--- src/rtl/rs_dispatch_ctrl_pkg.sv ---
// Shared types for the reservation-station dispatch controller.
// R_UOp mirrors the renamed-uop layout carried from rename.
package rs_dispatch_ctrl_pkg;

    typedef enum logic [1:0] {
        RUN,
        FLUSH,
        RESYNC
    } RsDispState;

    localparam int unsigned RS_LSU_IDX = 0;

    typedef struct packed {
        logic [5:0] sqN;
        logic [6:0] tagDst;
        logic [4:0] opcode;
        logic [5:0] fu;
    } R_UOp;

endpackage

--- src/rtl/rs_dispatch_ctrl_if.sv ---
// Rename-to-dispatch group bus plus the registered enqueue requests toward the stations.
interface rs_dispatch_ctrl_if
    import rs_dispatch_ctrl_pkg::*;
#(
    parameter int unsigned NUM_UOPS = 2,
    parameter int unsigned NUM_RS   = 2
) ();

    localparam int unsigned SW = (NUM_RS > 1) ? $clog2(NUM_RS) : 1;

    logic          IN_uopValid [NUM_UOPS];
    R_UOp          IN_uop      [NUM_UOPS];
    logic          IN_needRs0  [NUM_UOPS];
    logic          OUT_stall;
    logic          OUT_valid   [NUM_UOPS];
    R_UOp          OUT_uop     [NUM_UOPS];
    logic [SW-1:0] OUT_rsSel   [NUM_UOPS];

    modport slave (
        input  IN_uopValid, IN_uop, IN_needRs0,
        output OUT_stall, OUT_valid, OUT_uop, OUT_rsSel
    );

    modport master (
        output IN_uopValid, IN_uop, IN_needRs0,
        input  OUT_stall, OUT_valid, OUT_uop, OUT_rsSel
    );

endinterface

--- src/rtl/rs_dispatch_ctrl_steer_pick.sv ---
// Combinational slot-to-station assignment against running copies of the credits.
// Slots are placed in order; each placement consumes one credit before the next slot looks.
module dispatch_steer_pick
    import rs_dispatch_ctrl_pkg::*;
#(
    parameter int unsigned NUM_UOPS = 2,
    parameter int unsigned NUM_RS   = 2,
    parameter int unsigned CW       = 4,
    parameter int unsigned SW       = 1
) (
    input  logic [CW-1:0] credit   [NUM_RS],
    input  logic          valid    [NUM_UOPS],
    input  logic          need_rs0 [NUM_UOPS],
    output logic [SW-1:0] sel      [NUM_UOPS],
    output logic          fits
);

    logic [CW-1:0] avail [NUM_RS];
    logic [SW-1:0] best;

    always_comb begin
        avail = credit;
        fits  = 1'b1;
        best  = '0;
        for (int unsigned i = 0; i < NUM_UOPS; i++) begin
            sel[i] = '0;
        end
        for (int unsigned i = 0; i < NUM_UOPS; i++) begin
            if (valid[i]) begin
                if (need_rs0[i]) begin
                    best = SW'(RS_LSU_IDX);
                end else begin
                    // Strict '>' keeps ties on the lower station index.
                    best = '0;
                    for (int unsigned r = 1; r < NUM_RS; r++) begin
                        if (avail[r] > avail[best]) begin
                            best = SW'(r);
                        end
                    end
                end
                if (avail[best] != '0) begin
                    sel[i]      = best;
                    avail[best] = avail[best] - CW'(1);
                end else begin
                    fits = 1'b0;
                end
            end
        end
    end

endmodule

--- src/rtl/rs_dispatch_ctrl.sv ---
// Credit-based dispatch controller: steers renamed uop groups to reservation stations,
// stalls on insufficient credit, and resynchronises credits after a branch invalidate.
module rs_dispatch_ctrl
    import rs_dispatch_ctrl_pkg::*;
#(
    parameter int unsigned NUM_UOPS     = 2,
    parameter int unsigned NUM_RS       = 2,
    parameter int unsigned RS_SIZE      = 8,
    parameter int unsigned FLUSH_CYCLES = 2
) (
    input  logic              clk,
    input  logic              rst,
    rs_dispatch_ctrl_if.slave bus,
    input  logic [1:0]        IN_rsDeq  [NUM_RS],
    input  logic [4:0]        IN_rsFree [NUM_RS],
    input  logic              IN_invalidate,
    input  logic [5:0]        IN_invalidateSqN
);

    localparam int unsigned CW  = $clog2(RS_SIZE + 1);
    localparam int unsigned SW  = (NUM_RS > 1) ? $clog2(NUM_RS) : 1;
    localparam int unsigned FCW = (FLUSH_CYCLES > 1) ? $clog2(FLUSH_CYCLES) : 1;

    RsDispState    state_q, state_d;
    logic [CW-1:0] credit_q [NUM_RS];
    logic [CW-1:0] credit_d [NUM_RS];
    logic [FCW-1:0] flush_cnt_q, flush_cnt_d;
    logic          valid_q  [NUM_UOPS];
    logic          valid_d  [NUM_UOPS];
    R_UOp          uop_q    [NUM_UOPS];
    R_UOp          uop_d    [NUM_UOPS];
    logic [SW-1:0] rs_sel_q [NUM_UOPS];
    logic [SW-1:0] rs_sel_d [NUM_UOPS];

    logic [SW-1:0] sel [NUM_UOPS];
    logic          fits;
    logic          stall;
    logic          accept;
    logic [CW:0]   disp_cnt   [NUM_RS];
    logic [CW:0]   credit_sum [NUM_RS];

    // All invalidated uops are squashed wholesale, so the surviving sqN is not needed here.
    logic unused_sqn;
    assign unused_sqn = ^IN_invalidateSqN;

    dispatch_steer_pick #(
        .NUM_UOPS (NUM_UOPS),
        .NUM_RS   (NUM_RS),
        .CW       (CW),
        .SW       (SW)
    ) u_steer (
        .credit   (credit_q),
        .valid    (bus.IN_uopValid),
        .need_rs0 (bus.IN_needRs0),
        .sel      (sel),
        .fits     (fits)
    );

    always_comb begin
        stall  = !rst || (state_q != RUN) || IN_invalidate || !fits;
        accept = !stall;
    end

    always_comb begin
        for (int unsigned r = 0; r < NUM_RS; r++) begin
            disp_cnt[r] = '0;
            for (int unsigned i = 0; i < NUM_UOPS; i++) begin
                if (accept && bus.IN_uopValid[i] && (sel[i] == SW'(r))) begin
                    disp_cnt[r] = disp_cnt[r] + (CW+1)'(1);
                end
            end
            credit_sum[r] = {1'b0, credit_q[r]} + (CW+1)'(IN_rsDeq[r]) - disp_cnt[r];
        end
    end

    always_comb begin
        state_d     = state_q;
        flush_cnt_d = flush_cnt_q;
        credit_d    = credit_q;
        uop_d       = uop_q;
        rs_sel_d    = rs_sel_q;
        for (int unsigned i = 0; i < NUM_UOPS; i++) begin
            valid_d[i] = accept && bus.IN_uopValid[i];
        end
        if (accept) begin
            uop_d    = bus.IN_uop;
            rs_sel_d = sel;
        end

        case (state_q)
            RUN: begin
                for (int unsigned r = 0; r < NUM_RS; r++) begin
                    credit_d[r] = credit_sum[r][CW-1:0];
                end
                if (IN_invalidate) begin
                    state_d     = FLUSH;
                    flush_cnt_d = FCW'(FLUSH_CYCLES - 1);
                end
            end
            FLUSH: begin
                if (IN_invalidate) begin
                    flush_cnt_d = FCW'(FLUSH_CYCLES - 1);
                end else if (flush_cnt_q == '0) begin
                    state_d = RESYNC;
                end else begin
                    flush_cnt_d = flush_cnt_q - FCW'(1);
                end
            end
            RESYNC: begin
                if (IN_invalidate) begin
                    state_d     = FLUSH;
                    flush_cnt_d = FCW'(FLUSH_CYCLES - 1);
                end else begin
                    for (int unsigned r = 0; r < NUM_RS; r++) begin
                        credit_d[r] = CW'(IN_rsFree[r]);
                    end
                    state_d = RUN;
                end
            end
            default: state_d = RUN;
        endcase
    end

    always_ff @(posedge clk or negedge rst) begin
        if (!rst) begin
            state_q     <= RUN;
            flush_cnt_q <= '0;
            for (int unsigned r = 0; r < NUM_RS; r++) begin
                credit_q[r] <= CW'(RS_SIZE);
            end
            for (int unsigned i = 0; i < NUM_UOPS; i++) begin
                valid_q[i]  <= 1'b0;
                uop_q[i]    <= '0;
                rs_sel_q[i] <= '0;
            end
        end else begin
            state_q     <= state_d;
            flush_cnt_q <= flush_cnt_d;
            credit_q    <= credit_d;
            valid_q     <= valid_d;
            uop_q       <= uop_d;
            rs_sel_q    <= rs_sel_d;
        end
    end

    // Station deq reports must never push a credit above capacity or below zero.
    always_ff @(posedge clk) begin
        if (rst && (state_q == RUN)) begin
            for (int unsigned r = 0; r < NUM_RS; r++) begin
                assert (credit_sum[r] <= (CW+1)'(RS_SIZE));
            end
        end
    end

    assign bus.OUT_stall = stall;
    assign bus.OUT_valid = valid_q;
    assign bus.OUT_uop   = uop_q;
    assign bus.OUT_rsSel = rs_sel_q;

endmodule

--- src/flat_wrapper.sv ---
// flat-port wrapper written by rule: the top's interface ports become plain ports
module rs_dispatch_ctrl_flat import rs_dispatch_ctrl_pkg::*;
#(
    parameter int unsigned NUM_UOPS     = 2,
    parameter int unsigned NUM_RS       = 2,
    parameter int unsigned RS_SIZE      = 8,
    parameter int unsigned FLUSH_CYCLES = 2
)
  (clk, rst, IN_rsDeq, IN_rsFree, IN_invalidate, IN_invalidateSqN, bus_IN_uopValid, bus_IN_uop, bus_IN_needRs0, bus_OUT_stall, bus_OUT_valid, bus_OUT_uop, bus_OUT_rsSel);
  rs_dispatch_ctrl_if #(.NUM_UOPS(NUM_UOPS), .NUM_RS(NUM_RS)) bus_i ();
  input  logic clk;
  input  logic rst;
  input  logic [1:0] IN_rsDeq[NUM_RS];
  input  logic [4:0] IN_rsFree[NUM_RS];
  input  logic IN_invalidate;
  input  logic [5:0] IN_invalidateSqN;
  input wire logic [$bits(bus_i.IN_uopValid)-1:0] bus_IN_uopValid;
  input wire logic [$bits(bus_i.IN_uop)-1:0] bus_IN_uop;
  input wire logic [$bits(bus_i.IN_needRs0)-1:0] bus_IN_needRs0;
  output wire logic [$bits(bus_i.OUT_stall)-1:0] bus_OUT_stall;
  output wire logic [$bits(bus_i.OUT_valid)-1:0] bus_OUT_valid;
  output wire logic [$bits(bus_i.OUT_uop)-1:0] bus_OUT_uop;
  output wire logic [$bits(bus_i.OUT_rsSel)-1:0] bus_OUT_rsSel;
  assign bus_i.IN_uopValid = {>>{bus_IN_uopValid}};
  assign bus_i.IN_uop = {>>{bus_IN_uop}};
  assign bus_i.IN_needRs0 = {>>{bus_IN_needRs0}};
  assign bus_OUT_stall = bus_i.OUT_stall;
  assign bus_OUT_valid = {>>{bus_i.OUT_valid}};
  assign bus_OUT_uop = {>>{bus_i.OUT_uop}};
  assign bus_OUT_rsSel = {>>{bus_i.OUT_rsSel}};
  rs_dispatch_ctrl #(.NUM_UOPS(NUM_UOPS), .NUM_RS(NUM_RS), .RS_SIZE(RS_SIZE), .FLUSH_CYCLES(FLUSH_CYCLES)) u_core (.clk(clk), .rst(rst), .bus(bus_i), .IN_rsDeq(IN_rsDeq), .IN_rsFree(IN_rsFree), .IN_invalidate(IN_invalidate), .IN_invalidateSqN(IN_invalidateSqN));
endmodule
--- config.mk ---
export PLATFORM = sky130hd
export DESIGN_NAME = rs_dispatch_ctrl_flat
export DESIGN_NICKNAME = d
export VERILOG_FILES = /design/src/rtl/rs_dispatch_ctrl_pkg.sv /design/src/rtl/rs_dispatch_ctrl_if.sv /design/src/rtl/rs_dispatch_ctrl_steer_pick.sv /design/src/rtl/rs_dispatch_ctrl.sv /design/src/flat_wrapper.sv
export SDC_FILE = /design/constraint.sdc
export NUM_CORES = 1
export LEC_CHECK = 0
export CAP_MARGIN = 25
export CORE_ASPECT_RATIO = 0.6
export CORE_UTILIZATION = 41
export DETAILED_ROUTE_END_ITERATION = 12
export GPL_TIMING_DRIVEN = 0
export HOLD_SLACK_MARGIN = 0.06
export PLACE_DENSITY = 0.78
export SYNTH_ARGS = -nofsm -noshare
export SYNTH_HDL_FRONTEND = slang
export SYNTH_SLANG_ARGS = --single-unit
export TNS_END_PERCENT = 50
--- constraint.sdc ---
create_clock -name clk -period 4.67 [get_ports clk]
set_input_delay 0.934 -clock clk [delete_from_list [all_inputs] [get_ports clk]]
set_output_delay 0.934 -clock clk [all_outputs]
set_load 0.02 [all_outputs]
==> results.json, run 1 <==
{
  "clk_pin_slew_ps": 50,
  "grt_max_degree": 65,
  "cp-endpoint": "u_core.credit_q[3]",
  "number_of_antenna_violations_at_the_first_check_in_global_routing": 0,
  "ant_nets": 0,
  "worst_hold_slack_ps": 497.4,
  "gp_routability_congestion": 0.8311,
  "worstPathBufferInverterCount": 5,
  "overall_track_demand_over_capacity_in_global_routing_pct": 20.80,
  "globalRouteMet1Util_pct": 28.86,
  "pre_cts_slack_ps": -1114,
  "run_status": "finished, violations left",
  "tightest_slew_ps": 793.4,
  "timing.slew.headroom_pct": 47.11,
  "grtUsageMet3_pct": 6.599,
  "synth_ff_type": "sky130_fd_sc_hd__dfrtp_1",
  "first_global_vias": 2641,
  "critPathRequiredTime_ps": 4920,
  "syn_area_per_cell_um2": 13.09,
  "crit_cells": 26,
  "finalClockSkew_ps": 4.468,
  "rows": 25,
  "sink_count": 63,
  "drive_gt1_share_pct": 36.28,
  "cts-root-to-sink-buffers": 2,
  "final.setup.worst_slack_ps": -348.5,
  "timing.final.setup_violations": 7,
  "worst_vdd_rail_ir_drop_mv": 0.3803,
  "fp.dieArea_um2": 8940,
  "crit-reg2reg-capture": "u_core.credit_q[3]",
  "tritoncts": "built",
  "postRouteWirelength_um": 9125,
  "worstSetupStartpointType": "flip-flop",
  "drt_pass1_iterations": 6,
  "drc_violations_left": 0,
  "ff2ff_path_depth": 26,
  "achievable-frequency_ghz": 0.1993,
  "ctsHoldBuffers": 0,
  "grt_most_used_layer": "met2",
  "numPortBuffers": 119,
  "crit_path_max_fanout": 4,
  "syn-num-nets": 365,
  "register_bit_total_from_synthesis": 63,
  "clock_latency_ps": 320,
  "regToRegStartpoint": "u_core.credit_q[5]",
  "layout_worst_path_cycle_share_pct": 107.5,
  "crit_arrival_ps": 5270,
  "cts_made_buffers": 9,
  "syn-instance-count": 268,
  "post-synth-top-count-cell": "sky130_fd_sc_hd__dfrtp_1",
  "yosysTopAreaCell": "sky130_fd_sc_hd__dfrtp_1",
  "cp_slowest_stage_delay_ps": 440,
  "route.detailed.wl_per_inst_um": 16.96,
  "synthTopCellsByArea": "sky130_fd_sc_hd__dfrtp_1 44%, sky130_fd_sc_hd__mux2_4 20%, sky130_fd_sc_hd__ha_1 6.4%, sky130_fd_sc_hd__buf_12 2.9%, sky130_fd_sc_hd__a22oi_1 2.8%",
  "end_kind": "flip-flop",
  "min_period_ps": 5018,
  "cts_htree_levels": 3,
  "leakagePower_nw": 2.554,
  "rsz0062_at_grt": "yes",
  "netlist-cell-type-count": 45,
  "io-pin-count": 128,
  "clockRootBuffer": "sky130_fd_sc_hd__clkbuf_16",
  "synthArstFlopShare_pct": 100.0,
  "core_area_um2": 8070,
  "hp-class": "reg -> reg",
  "synthesis.area_um2": 3507,
  "power-per-cell-area_nw_per_um2": 751.4,
  "final-hold-violation-count": 0,
  "dp.cells": 495,
  "ff2ff_setup_slack_ps": -350,
  "synth_seq_area_share_pct": 45.02,
  "nets": 522,
  "dr_total_vias": 2741,
  "n_antenna_cell": 0,
  "ys.warnings.count": 0,
  "critPathKind": "reg -> reg",
  "slew_viol_final": 0,
  "post-synth-top-area-fraction_pct": 43.52,
  "globalRouteOverflowTotal": 0,
  "die_width_um": 121.4,
  "count_of_flip_flops_with_a_built_in_enable_after_synthesis": 0,
  "number_of_fill_cells_in_the_layout": 558,
  "slowest_stage": "sky130_fd_sc_hd__dfrtp_2",
  "fp.dieH_um": 73.64,
  "synth_top_cells_by_count": "61 x sky130_fd_sc_hd__dfrtp_1, 47 x sky130_fd_sc_hd__mux2_4, 21 x sky130_fd_sc_hd__inv_1",
  "worstSetupStartpoint": "u_core.credit_q[5]",
  "grt_util_met2_pct": 31.76,
  "syn_to_final_growth_pct": 62.97,
  "dr.first_iter.drc_count": 128,
  "hpwl_um": 6372,
  "maxCapViolCount": 0,
  "average_via_count_per_standard_cell": 5.095,
  "failed_checks": "setup timing",
  "count_of_non_filler_cells_in_the_finished_layout": 538,
  "grt_first_pass_wirelength_um": 13790,
  "path_delay_family": "compound AO/OA/AOI/OAI gates",
  "initial_core_utilization_pct": 43.46
}
## kinds of logic after synthesis
kind of cell	after synthesis	share of synthesized area, %
buf+inv	33	6.029
flops	63	45.02
fa+ha+maj	22	8.705
simple gates	34	5.173
xor+xnor	5	1.249
mux	49	20.73
compound gates	62	13.09
## area by class of cell
class | instances | area, µm² | area share (%)
Timing Repair Buffer | 149 | 1433 | 25.07
Clock buffer | 10 | 239.0 | 4.181
Inverter | 22 | 110.1 | 1.926
Tap cell | 108 | 135.1 | 2.364
Clock inverter | 6 | 92.59 | 1.620
Sequential cell | 63 | 1584 | 27.71
Buffer | 8 | 96.34 | 1.686
Multi-Input combinational cell | 172 | 2026 | 35.44
## state kept, by name, indices dropped and copies added (netlist names)
signal	cells
u_core.credit_q	8
u_core.state_q	2
u_core.bus.OUT_uop	48
u_core.bus.OUT_rsSel	2
u_core.bus.OUT_valid	2
u_core.flush_cnt_q	1
## how the worst min path moves through the flow
| stage | startpoint | end | slack (ps) | cells past startpoint |
|---|---|---|---|---|
| floorplan | u_core.flush_cnt_q | u_core.state_q[1] | 450 | 1 |
| global placement | u_core.bus.OUT_rsSel[1] | u_core.bus.OUT_rsSel[1] | 460 | 1 |
| detailed placement | u_core.flush_cnt_q | u_core.state_q[1] | 480 | 1 |
| CTS | u_core.flush_cnt_q | u_core.state_q[1] | 500 | 1 |
| global route | u_core.flush_cnt_q | u_core.state_q[1] | 510 | 1 |
| finish | u_core.flush_cnt_q | u_core.state_q[1] | 500 | 1 |
## worst register-to-register path: stages (launching register included)
cell                        delay, ps
sky130_fd_sc_hd__dfrtp_2          440
sky130_fd_sc_hd__inv_8             70
sky130_fd_sc_hd__ha_4             200
sky130_fd_sc_hd__and2b_2          210
sky130_fd_sc_hd__o211ai_4         240
sky130_fd_sc_hd__a41oi_4          170
sky130_fd_sc_hd__buf_6            160
sky130_fd_sc_hd__nor3_2            90
sky130_fd_sc_hd__a21oi_1           70
sky130_fd_sc_hd__ha_1             320
sky130_fd_sc_hd__nor2b_4          140
sky130_fd_sc_hd__o211a_1          250
sky130_fd_sc_hd__o21ai_4          170
sky130_fd_sc_hd__a2111oi_4         70
sky130_fd_sc_hd__buf_4            160
sky130_fd_sc_hd__buf_6            110
sky130_fd_sc_hd__nor4_4           340
sky130_fd_sc_hd__ha_2             250
sky130_fd_sc_hd__fa_1             400
sky130_fd_sc_hd__inv_2            100
sky130_fd_sc_hd__ha_4             200
sky130_fd_sc_hd__a21o_1           160
sky130_fd_sc_hd__a21oi_2          190
sky130_fd_sc_hd__xnor2_2          110
sky130_fd_sc_hd__nor3_2           170
sky130_fd_sc_hd__a21oi_1           60
sky130_fd_sc_hd__o21ai_1          120
## stage by stage
step	power, mW	setup TNS, ps	utilization [%]	instance area (µm²)
CTS	4.067	-1527	67.89	5479
global placement	3.004	-35360	60.60	4891
detailed placement	3.066	-7125	60.57	4888
floorplan	2.304	-226.1	-	3565
finish	4.294	-1598	70.82	5715
global route	4.539	-2780	70.82	5715
## what timing repair did
item / 4_1_cts / 5_1_grt
resized for setup: 41 / 38
buffers inserted: 18 / 12
endpoints found under the setup margin: 9 / 8
pin swaps: 29 / 32
endpoints found under the hold margin: 0 / 0
## power breakdown
part / internal [mW] / total, mW / leakage (nW) / switching [mW]
combinational: 1.37 / 2.55 / 1.65 / 1.18
clock: 0.484 / 0.728 / 0.155 / 0.244
sequential: 0.822 / 1.02 / 0.752 / 0.194
## layout by cell type (no fill, tap or decap), types with 3 or more instances in the layout
master	netlist	routed
sky130_fd_sc_hd__clkbuf_1	5	3
sky130_fd_sc_hd__nor3_4	0	3
sky130_fd_sc_hd__dfrtp_2	0	4
sky130_fd_sc_hd__nor3_1	12	7
sky130_fd_sc_hd__nor2_1	8	6
sky130_fd_sc_hd__clkbuf_16	0	9
sky130_fd_sc_hd__buf_12	5	4
sky130_fd_sc_hd__clkdlybuf4s50_1	0	115
sky130_fd_sc_hd__inv_1	21	16
sky130_fd_sc_hd__a21oi_1	14	9
sky130_fd_sc_hd__a21oi_2	0	4
sky130_fd_sc_hd__nor3_2	1	3
sky130_fd_sc_hd__a22oi_1	13	12
sky130_fd_sc_hd__a21o_1	4	4
sky130_fd_sc_hd__buf_4	0	26
sky130_fd_sc_hd__buf_6	0	5
sky130_fd_sc_hd__mux2_4	47	47
sky130_fd_sc_hd__xnor2_2	0	3
sky130_fd_sc_hd__ha_4	0	6
sky130_fd_sc_hd__o21ai_1	11	10
sky130_fd_sc_hd__dfrtp_1	61	57
sky130_fd_sc_hd__ha_1	18	10
## routing by layer
layer / vias to the layer above / part of all wire, %
li1: 1298 / -
met2: 110 / 45
met1: 1324 / 47
met5: - / 0
met3: 9 / 8.0
met4: 0 / 0.67
Power figures use the tool's default switching activity.
==> inputs of run 2 (changes only) <==
==> constraint.sdc (replaced) <==
create_clock -name clk -period 4.67 [get_ports clk]
set_input_delay 1.401 -clock clk [delete_from_list [all_inputs] [get_ports clk]]
set_output_delay 1.401 -clock clk [all_outputs]
set_load 0.02 [all_outputs]
==> results.json, run 2 (synthesis results as in run 1) <==
{
  "sink_count": 63,
  "cts_made_buffers": 9,
  "n_antenna_cell": 0,
  "cts_htree_levels": 3,
  "fp.dieH_um": 73.64,
  "worst_vdd_rail_ir_drop_mv": 0.4365,
  "rsz0062_at_grt": "yes",
  "route.met3.wl_um": 636,
  "grt_first_pass_wirelength_um": 14280,
  "clk_pin_slew_ps": 60,
  "final_common_cell": "sky130_fd_sc_hd__clkdlybuf4s50_1",
  "io-pin-count": 128,
  "number_of_antenna_violations_at_the_first_check_in_global_routing": 0,
  "tritoncts": "built",
  "numPortBuffers": 119,
  "maxCapViolCount": 0,
  "drc_violations_left": 0,
  "area.sequential_um2": 1582,
  "count_of_non_filler_cells_in_the_finished_layout": 533,
  "critPathRequiredTime_ps": 4920,
  "dr.max_layer_used": "met4",
  "critPathKind": "in -> reg",
  "globalRouteOverflowTotal": 0,
  "tightest_slew_ps": 778.5,
  "rows": 25,
  "initial_core_utilization_pct": 43.46,
  "dr_total_vias": 2751,
  "fp.dieArea_um2": 8940,
  "layout_worst_path_cycle_share_pct": 114.1,
  "failed_checks": "setup timing",
  "syn_to_final_growth_pct": 59.94,
  "crit_arrival_ps": 5580,
  "dp.cells": 495,
  "postRouteWirelength_um": 9248,
  "drive_gt1_share_pct": 34.12,
  "routedLengthMet1_um": 4287,
  "finalClockSkew_ps": 3.865,
  "die_width_um": 121.4,
  "final-hold-violation-count": 0,
  "average_via_count_per_standard_cell": 5.161,
  "hp-class": "reg -> reg",
  "drt_pass1_iterations": 4,
  "power-per-cell-area_nw_per_um2": 755.7,
  "slew_viol_final": 0,
  "cts-root-to-sink-buffers": 2,
  "grt_max_degree": 65,
  "final.setup.worst_slack_ps": -660.2,
  "final_cell_area_um2": 5609,
  "ctsHoldBuffers": 0,
  "hpwl_um": 6464,
  "core_area_um2": 8070,
  "achievable-frequency_ghz": 0.1876,
  "nets": 517,
  "flip_flop_count_of_the_largest_register_after_layout": 48,
  "dr.first_iter.drc_count": 102,
  "first_global_vias": 2787,
  "met2_length_um": 4217,
  "clockRootBuffer": "sky130_fd_sc_hd__clkbuf_16",
  "min_period_ps": 5330,
  "timing.final.setup_violations": 7,
  "leakagePower_nw": 2.528,
  "gp_routability_congestion": 0.7919,
  "multiInputGateArea_um2": 1978,
  "overall_track_demand_over_capacity_in_global_routing_pct": 21.42,
  "number_of_fill_cells_in_the_layout": 572,
  "postPlaceCellArea_um2": 4900,
  "crit_path_max_fanout": 3,
  "run_status": "finished, violations left",
  "route.detailed.wl_per_inst_um": 17.35,
  "pre_cts_slack_ps": -1923,
  "end_kind": "flip-flop",
  "worstSetupStartpointType": "primary input",
  "timing.slew.headroom_pct": 48.10,
  "clock_latency_ps": 320,
  "layout_common_cells": "115 x sky130_fd_sc_hd__clkdlybuf4s50_1, 59 x sky130_fd_sc_hd__dfrtp_1, 47 x sky130_fd_sc_hd__mux2_4",
  "ant_nets": 0
}
run 2: cell types whose count changed in the layout (fill, tap and decap cells not counted), sizes merged:
| cell | before | now |
|---|---|---|
| buf | 37 | 34 |
| bufinv | 2 | 3 |
| clkbuf | 14 | 12 |
| clkdlybuf4s15 | 1 | 0 |
| clkinv | 1 | 4 |
| clkinvlp | 2 | 0 |
| inv | 23 | 22 |
run 2: layer usage:
| layer | up-vias | GRT usage, % |
|---|---|---|
| met2 | 102 | 33.40 |
| met1 | 1351 | 28.89 |
| li1 | 1283 | - |
| met4 | 0 | 6.447 |
| met5 | - | 0 |
| met3 | 15 | 6.366 |
run 2: layout make-up:
cell class / count / share of cell area (%)
buffer: 8 / 1.718
clock inverter: 7 / 2.164
clock buffer: 9 / 4.015
tap: 108 / 2.409
inverter: 22 / 1.606
timing repair buffer: 144 / 24.63
multi-input combinational: 172 / 35.27
sequential: 63 / 28.20
run 2: power by group:
part / leakage [nW] / internal (mW) / total [mW] / switching [mW]
Combinational: 1.60 / 1.31 / 2.44 / 1.13
Sequential: 0.754 / 0.820 / 1.03 / 0.213
Clock: 0.170 / 0.523 / 0.769 / 0.246
run 2: final timing paths:
| path | endpoint | start | slack, ps | cells after the start |
|---|---|---|---|---|
| worst min-delay path | u_core.bus.OUT_rsSel[1] | u_core.bus.OUT_rsSel[1] | 480 | 1 |
| max in group asynchronous | u_core.credit_q[5] | rst | 2950 | 1 |
| worst max-delay path | u_core.credit_q[3] | bus_IN_needRs0[1] | -660 | 24 |
| worst min register to register | u_core.bus.OUT_rsSel[1] | u_core.bus.OUT_rsSel[1] | 480 | 1 |
| worst max register to register | u_core.credit_q[3] | u_core.credit_q[7] | -610 | 24 |
| min in group asynchronous | u_core.bus.OUT_uop[45] | rst | 1160 | 1 |
run 2: what timing repair did:
action / 4_1_cts / 5_1_grt
buffers inserted: 14 / 13
gates resized for setup: 41 / 12
pin swaps: 27 / 24
setup endpoints to repair: 45 / 50
run 2: through the flow:
| step | hold WS [ps] | power, mW | setup TNS [ps] | util (%) |
|---|---|---|---|---|
| 2_1_floorplan | 454.5 | 2.308 | -3266 | - |
| 3_3_place_gp | 465.3 | 3.020 | -68370 | 60.74 |
| 3_5_place_dp | 469.4 | 3.071 | -29250 | 60.71 |
| 4_1_cts | 483.2 | 4.074 | -3061 | 68.05 |
| 5_1_grt | 511.3 | 4.487 | -5138 | 69.50 |
| 6_report | 481.3 | 4.239 | -3796 | 69.50 |
run 2: critical path, stage by stage:
cell and delay [ps]:
sky130_fd_sc_hd__buf_6 90, sky130_fd_sc_hd__a41o_1 250, sky130_fd_sc_hd__a21oi_2 160, sky130_fd_sc_hd__nand3_2 120
sky130_fd_sc_hd__nor2_4 130, sky130_fd_sc_hd__xnor2_2 120, sky130_fd_sc_hd__ha_1 270, sky130_fd_sc_hd__buf_4 140
sky130_fd_sc_hd__buf_4 130, sky130_fd_sc_hd__a41oi_4 210, sky130_fd_sc_hd__o21a_2 220, sky130_fd_sc_hd__nor4_4 60
sky130_fd_sc_hd__buf_4 170, sky130_fd_sc_hd__nor4_4 360, sky130_fd_sc_hd__ha_4 190, sky130_fd_sc_hd__fa_1 430
sky130_fd_sc_hd__inv_2 110, sky130_fd_sc_hd__ha_4 200, sky130_fd_sc_hd__a21o_1 180, sky130_fd_sc_hd__a21oi_2 210
sky130_fd_sc_hd__xnor2_2 110, sky130_fd_sc_hd__nor3_1 140, sky130_fd_sc_hd__a21oi_1 60, sky130_fd_sc_hd__o21ai_1 120
